`config.mk`:
```
export PLATFORM = sky130hd
export DESIGN_NAME = custom_wb_stage
export DESIGN_NICKNAME = d
export VERILOG_FILES = /design/src/rtl/custom_wb_stage.sv
export SDC_FILE = /design/constraint.sdc
export NUM_CORES = 1
export LEC_CHECK = 0
export BUFFER_PORTS_ARGS = -buffer_cell sky130_fd_sc_hd__buf_2
export CORE_ASPECT_RATIO = 1.2
export CORE_MARGIN = 2
export CORE_UTILIZATION = 32
export DETAILED_ROUTE_END_ITERATION = 12
export GPL_TIMING_DRIVEN = 0
export SLEW_MARGIN = 30
export SYNTH_ARGS = -nofsm -noshare
export SYNTH_HDL_FRONTEND = slang
export SYNTH_SLANG_ARGS = --single-unit
```
`constraint.sdc`:
```
create_clock -name clk_i -period 3.4 [get_ports clk_i]
set_input_delay 0 -clock clk_i [delete_from_list [all_inputs] [get_ports clk_i]]
set_output_delay 0 -clock clk_i [all_outputs]
set_load 0.05 [all_outputs]
```
`src/rtl/custom_wb_stage.sv`:
```
// Writeback stage for custom-instruction results: a small in-order FIFO
// feeding the X-interface result channel. Optional same-cycle bypass: CUSTOM_WB_BYPASS_EN.
`timescale 1ns/1ps
module custom_wb_stage #(
   parameter int DEPTH    = 2,
   parameter int ID_WIDTH = 4
) (
   input  logic                clk_i,
   input  logic                rst_i,
   input  logic                ex_valid_i,
   input  logic [31:0]         ex_data_i,
   input  logic [4:0]          ex_rd_addr_i,
   input  logic [ID_WIDTH-1:0] ex_id_i,
   output logic                ex_ready_o,
   output logic                result_valid_o,
   input  logic                result_ready_i,
   output logic [31:0]         result_data_o,
   output logic [4:0]          result_rd_o,
   output logic [ID_WIDTH-1:0] result_id_o,
   output logic                result_we_o,
   output logic                overflow_o
);

   localparam int AW = $clog2(DEPTH);
   localparam int CW = AW + 1;

   logic [31:0]         data_q [DEPTH];
   logic [31:0]         data_d [DEPTH];
   logic [4:0]          rd_q   [DEPTH];
   logic [4:0]          rd_d   [DEPTH];
   logic [ID_WIDTH-1:0] id_q   [DEPTH];
   logic [ID_WIDTH-1:0] id_d   [DEPTH];
   logic [AW-1:0]       wptr_q, wptr_d;
   logic [AW-1:0]       rptr_q, rptr_d;
   logic [CW-1:0]       count_q, count_d;
   logic                overflow_q, overflow_d;

   logic fifo_valid;
   logic full;
   logic handshake;
   logic fifo_pop;
   logic push;
   logic drop;

   assign fifo_valid = (count_q != '0);
   assign full       = (count_q == CW'(DEPTH));

   // Result channel normally shows the FIFO head; bypass shows the incoming result when empty.
   always_comb begin
      result_valid_o = fifo_valid;
      result_data_o  = data_q[rptr_q];
      result_rd_o    = rd_q[rptr_q];
      result_id_o    = id_q[rptr_q];
`ifdef CUSTOM_WB_BYPASS_EN
      if (!fifo_valid && ex_valid_i) begin
         result_valid_o = 1'b1;
         result_data_o  = ex_data_i;
         result_rd_o    = ex_rd_addr_i;
         result_id_o    = ex_id_i;
      end
`endif
   end

   assign handshake   = result_valid_o && result_ready_i;
   assign fifo_pop    = fifo_valid && handshake;
   assign ex_ready_o  = !full || handshake;
   assign result_we_o = result_valid_o && (result_rd_o != 5'd0);
   assign overflow_o  = overflow_q;

`ifdef CUSTOM_WB_BYPASS_EN
   // A bypassed result accepted in the same cycle never touches storage.
   assign push = ex_valid_i && ex_ready_o && !(!fifo_valid && handshake);
`else
   assign push = ex_valid_i && ex_ready_o;
`endif
   assign drop = ex_valid_i && !ex_ready_o;

   always_comb begin
      data_d     = data_q;
      rd_d       = rd_q;
      id_d       = id_q;
      wptr_d     = wptr_q;
      rptr_d     = rptr_q;
      count_d    = count_q;
      overflow_d = overflow_q;
      if (push) begin
         data_d[wptr_q] = ex_data_i;
         rd_d[wptr_q]   = ex_rd_addr_i;
         id_d[wptr_q]   = ex_id_i;
         wptr_d         = (wptr_q == AW'(DEPTH - 1)) ? '0 : wptr_q + 1'b1;
      end
      if (fifo_pop) begin
         rptr_d = (rptr_q == AW'(DEPTH - 1)) ? '0 : rptr_q + 1'b1;
      end
      if (push && !fifo_pop) begin
         count_d = count_q + 1'b1;
      end else if (fifo_pop && !push) begin
         count_d = count_q - 1'b1;
      end
      if (drop) begin
         overflow_d = 1'b1;
      end
   end

   always_ff @(posedge clk_i) begin
      if (rst_i) begin
         for (int i = 0; i < DEPTH; i++) begin
            data_q[i] <= '0;
            rd_q[i]   <= '0;
            id_q[i]   <= '0;
         end
         wptr_q     <= '0;
         rptr_q     <= '0;
         count_q    <= '0;
         overflow_q <= 1'b0;
      end else begin
         data_q     <= data_d;
         rd_q       <= rd_d;
         id_q       <= id_d;
         wptr_q     <= wptr_d;
         rptr_q     <= rptr_d;
         count_q    <= count_d;
         overflow_q <= overflow_d;
      end
   end

endmodule

```
# Word level (Yosys, flattened, before mapping)

Cells that the tools add are included.
Widths: inputs -> output; s select.

Eq/ne operators: 1
Reduce and logical (&&, ||, !) cells: 16
Muxes and demuxes: 22
Bitwise operators: 2
Add/subtract/negate cells: 4
Magnitude comparators: 3

Operators by type and width:

| operator            | count |
|---|---|
| $mux 32             | 4 |
| $bwmux 64           | 1 |
| $demux 32 s1        | 1 |
| $mux 5              | 4 |
| $mux 4              | 4 |
| $bwmux 10           | 1 |
| $bwmux 8            | 1 |
| $logic_and 1x1->1   | 8 |
| $demux 5 s1         | 1 |
| $reduce_bool 5->1   | 1 |
| $demux 4 s1         | 1 |
| $ge 2x2->1 const B  | 2 |
| $logic_not 1->1     | 4 |
| $mux 2              | 2 |
| $not 1->2           | 2 |
| $reduce_bool 2->1   | 2 |
| $add 1x1->1 const B | 2 |
| $add 2x1->2 const B | 1 |
| $eq 2x2->1 const B  | 1 |
| $lt 2x1->1 const B  | 1 |
| $mux 1              | 2 |
| $sub 2x1->2 const B | 1 |
| $logic_or 1x1->1    | 1 |

Bits in registers: 87
Output and inout bits: 45
Bits of input ports: 45
Logic and storage cells: 58

# Logic depth before layout (Yosys ltp)

Word-level depth: 8
Depth in mapped cells: 6
Mapped depth without buffers: 6

# Least setup slack after synthesis

Ideal clock, no wire load.

Path kind: reg2out
From: reg rptr_q
To: out result_we_o
Setup slack: 1.682 ns
Cell stages (with the launch flop): 5
Arrival: 1.718 ns
Path through: dfxtp_1 buf_6 mux2_2 or4_1 o21a_1

Cells in the longest elaborated chain, start to end: 6

Ends and longest elaborated chain:

| element                                    | line | RTL |
|---|---|---|
| start: declaration                         | 34   | `logic [AW-1:0] rptr_q, rptr_d;` |
| start signal: assignment                   | 121  | `rptr_q <= rptr_d;` |
| $not 1->2 (implied by the code)            | 52   | `result_rd_o = rd_q[rptr_q];` |
| $mux 5 (implied by the code) (3 in series) | 52   |  |
| named net result_rd_o[0]                   | 18   | `output logic [4:0] result_rd_o,` |
| $reduce_bool 5->1                          | 67   | `assign result_we_o = result_valid_o && (result_rd_o != 5'd0);` |
| $logic_and 1x1->1                          | 67   |  |
| end: declaration                           | 20   | `output logic result_we_o,` |

The timed path passes the listed nets, and every way through them passes these cells. The select of a mux whose other input is x is not followed.

# Final worst setup path

From: reg rptr_q
To: out result_we_o

Cells in the longest elaborated chain, start to end: 6

Ends and longest elaborated chain:

| element                                    | line |
|---|---|
| $not 1->2 (implied by the code)            | 52 |
| $mux 5 (implied by the code) (3 in series) | 52 |
| $reduce_bool 5->1                          | 67 |
| $logic_and 1x1->1                          | 67 |

No other way between the ends. The select of a mux whose other input is x is not followed.

==> impl_summary.log <==
[metrics] result of the run: completed
[metrics] Slew Viols, Final: 0
[metrics] critical path peak fanout: 6
[metrics] Pwr Total: 3.197 mW
[metrics] register clock-pin slew on the reported worst setup and hold paths: 0.06 ns
[metrics] critical-path cell with the highest stage delay: sky130_fd_sc_hd__or4_1
[metrics] Largest stage delay, worst path: 0.56 ns
[metrics] net total in the final layout: 574
[metrics] Buffers & Inverters on Critical Path: 2
[metrics] final count of negative-setup-slack endpoints: 0
[metrics] final standard cell area without fillers: 0.005472 sq mm
[metrics] max-capacitance violation count: 0
[metrics] required time reported for the critical path endpoint: 3.40 ns
[metrics] highest clock rate: 0.4703 GHz
[metrics] number of vias after detailed routing: 3133
[metrics] Max IR drop VDD: 0.2322 mV
[metrics] area of the die: 0.01384 sq mm
[metrics] CTS resizes: 0
[metrics] setup repair after global routing missed its margin: false
[metrics] row cnt: 45
[metrics] total track usage: 15.27%
[metrics] first-pass iteration count of the detailed router: 4
[metrics] number of library cell types mapped by synthesis: 24
[metrics] dpl cell area: 0.004776 sq mm
[metrics] Placer Congestion: 0.7256
[metrics] Via density: 4.495
[metrics] cell type group with the largest total delay on the critical path: simple AND/OR/NAND/NOR gates
[metrics] clock skew: 0.008030 ns
[metrics] I/O Buffers: 88
[metrics] ranking of synthesized cells by area: sky130_fd_sc_hd__dfxtp_1 (42%), sky130_fd_sc_hd__mux2i_1 (20%), sky130_fd_sc_hd__nand2b_1 (19%), sky130_fd_sc_hd__mux2_2 (11%), sky130_fd_sc_hd__buf_6 (1.4%)
[metrics] Leak Pwr: 2.519 nW
[metrics] post-synth top area cell: sky130_fd_sc_hd__dfxtp_1
[metrics] clock root buffer master: sky130_fd_sc_hd__clkbuf_16
[metrics] TritonCTS clock tree: done
[metrics] top cell type's share of synthesized area: 42.17%
[metrics] Least-Margin Pin Slew: 0.5517 ns
[metrics] mean area per synthesized cell: 10.67 sq um
[metrics] category of the most critical setup path: reg2out
[metrics] number of hold violations in the final report: 0
[metrics] Slew HR: 63.22%
[metrics] min-delay worst type: in2reg
[metrics] number of hold-repair buffers added at the cts stage: 42
[metrics] type of element capturing the critical path: output port
[metrics] clock latency on the worst-skew pair: 0.34 ns
[metrics] ports placed on the boundary: 90
[metrics] number of nets produced by synthesis: 433
[metrics] Detailed Route WL: 10430 microns
[metrics] core area: 0.01261 sq mm
[metrics] category of the worst setup path launch point: flip-flop
[metrics] layout overhead on the synthesized area: 32.48%
[metrics] pin count of the biggest net entering global routing: 15
[metrics] remaining antenna violation count: 0
[metrics] number of global-route vias before repair: 3225
[metrics] width of the die: 107.7 microns
[metrics] setup_tns: 0 ns
[metrics] number of DRC violations after detailed-routing iteration 0: 90
[metrics] Min Clock Period, post-route: 2.126 ns
[metrics] initial cell density of the core: 32.75%
[metrics] global-route wire length before repair: 16220 microns
[metrics] arrival time at the worst endpoint: 2.13 ns
[metrics] DRC: 0
[metrics] total clock buffers created by CTS: 9
[metrics] power per unit of standard cell area: 584.3 mW/mm^2
[metrics] CTS max path bufs: 2
[metrics] estimated wirelength of the detail-placed design: 7389 microns
[metrics] antenna violations before repair: 0
[metrics] sequential cell area fraction in the yosys report: 42.17%
[metrics] leading cell type in the layout, fill and taps excluded: sky130_fd_sc_hd__nand2b_1
[metrics] number of H-tree branching levels: 3
[metrics] summed instance area of the synthesized netlist: 0.004130 sq mm
[metrics] leading cell types in the layout, fill and taps excluded: sky130_fd_sc_hd__nand2b_1 (123), sky130_fd_sc_hd__buf_2 (94), sky130_fd_sc_hd__dfxtp_1 (87)
[metrics] post-route fraction of the period consumed by the critical path: 62.53%
[metrics] Post CTS Setup Buffer Count: 0
[metrics] sink count of the clock tree: 87
[metrics] flop and latch count out of synthesis: 87
[metrics] overflow left after global routing: 0
[metrics] instance count of the mapped netlist: 387
[metrics] worst path cell trace: buf_6 > mux2_2 > or4_1 > o21a_1 > buf_2
[metrics] die outline height: 128.5 microns
[metrics] Yosys Warn Count: 0
[metrics] diode insertion count for antenna repair: 0
[metrics] Routed wire per std cell: 14.96 microns
[metrics] fraction of layout instances using a drive strength above 1: 30.58%
[flip-flops by register name, indices dropped and copies added (netlist names)]
register and flops:
rptr_q 1, overflow_o 1, rd_q 10, data_q 64, wptr_q 1, id_q 8, count_q 2
[final timing paths]
check                 startpoint           to  slack, ns  depth (start not counted)
setup / recovery          rptr_q  result_we_o       1.27                          5
hold / removal    result_ready_i   overflow_o       0.07                          4
setup reg to reg      count_q[0]   count_q[1]       1.75                          5
hold reg to reg       data_q[10]   data_q[10]       0.47                          2
[metrics by stage]
stage | setup slack [ns] | utilization [%] | instances | hold slack, ns
2_1_floorplan | 1.682 | - | 387 | 0.1407
3_3_place_gp | 1.604 | 37.87 | 639 | 0.2845
3_5_place_dp | 1.601 | 37.87 | 639 | 0.2968
4_1_cts | 1.227 | 43.38 | 697 | 0.06317
5_1_grt | 1.219 | 43.38 | 697 | 0.1231
6_report | 1.274 | 43.38 | 697 | 0.07366
[cell usage after synthesis]
| cell | n |
|---|---|
| sky130_fd_sc_hd__xor2_1 | 3 |
| sky130_fd_sc_hd__nor3b_4 | 1 |
| sky130_fd_sc_hd__buf_6 | 5 |
| sky130_fd_sc_hd__clkbuf_1 | 14 |
| sky130_fd_sc_hd__nand3_1 | 1 |
| sky130_fd_sc_hd__a21oi_1 | 3 |
| sky130_fd_sc_hd__mux2_2 | 39 |
| sky130_fd_sc_hd__and3_1 | 1 |
| sky130_fd_sc_hd__ha_1 | 1 |
| sky130_fd_sc_hd__or2_2 | 1 |
| sky130_fd_sc_hd__o21ai_0 | 3 |
| sky130_fd_sc_hd__mux2_4 | 2 |
| sky130_fd_sc_hd__nor2_1 | 4 |
| sky130_fd_sc_hd__buf_4 | 4 |
| sky130_fd_sc_hd__or3_1 | 2 |
| sky130_fd_sc_hd__nand2b_1 | 123 |
| sky130_fd_sc_hd__dfxtp_1 | 87 |
| sky130_fd_sc_hd__inv_1 | 1 |
| sky130_fd_sc_hd__mux2i_1 | 82 |
| sky130_fd_sc_hd__or4_1 | 1 |
| sky130_fd_sc_hd__nor3_1 | 1 |
| sky130_fd_sc_hd__inv_2 | 1 |
| sky130_fd_sc_hd__buf_2 | 6 |
| sky130_fd_sc_hd__o21a_1 | 1 |
[final cells by class]
| type | count | area (sq um) |
|---|---|---|
| Timing Repair Buffer | 130 | 860.8 |
| Buffer | 29 | 168.9 |
| Tap cell | 164 | 205.2 |
| Sequential cell | 87 | 1742 |
| Inverter | 2 | 7.507 |
| Fill cell | 1234 | 7141 |
| Clock buffer | 10 | 239.0 |
| Clock inverter | 6 | 36.28 |
| Multi-Input combinational cell | 269 | 2212 |
[routing by layer]
metal  track usage [%]  routed length (microns)
met4             6.259                      168
met1             18.02                     4695
met3             2.888                      406
met2             27.04                     5157
met5                 0                        0
[logic make-up after synthesis]
| logic type | after synthesis | share of synthesized area (%) |
|---|---|---|
| DFF | 87 | 42.17 |
| muxes | 123 | 31.23 |
| AOI/OAI and AO/OA | 7 | 0.9087 |
| and+or+nand+nor | 135 | 20.48 |
| buffers and inverters | 31 | 4.271 |
| xor gates and xnor gates | 3 | 0.6363 |
| adders and majority gates | 1 | 0.3029 |
[power by group]
part	leakage, nW	switching, mW	internal (mW)
sequential	0.711	0.0578	1.12
clock	0.138	0.409	0.511
combinational	1.67	0.690	0.410
[worst min-delay path: cells and delay by family]
kind | cells | cell delay (ns)
simple gates | 2 | 0.11
compound gates | 1 | 0.14
buf+inv | 1 | 0.11
Power figures use the tool's default switching activity.
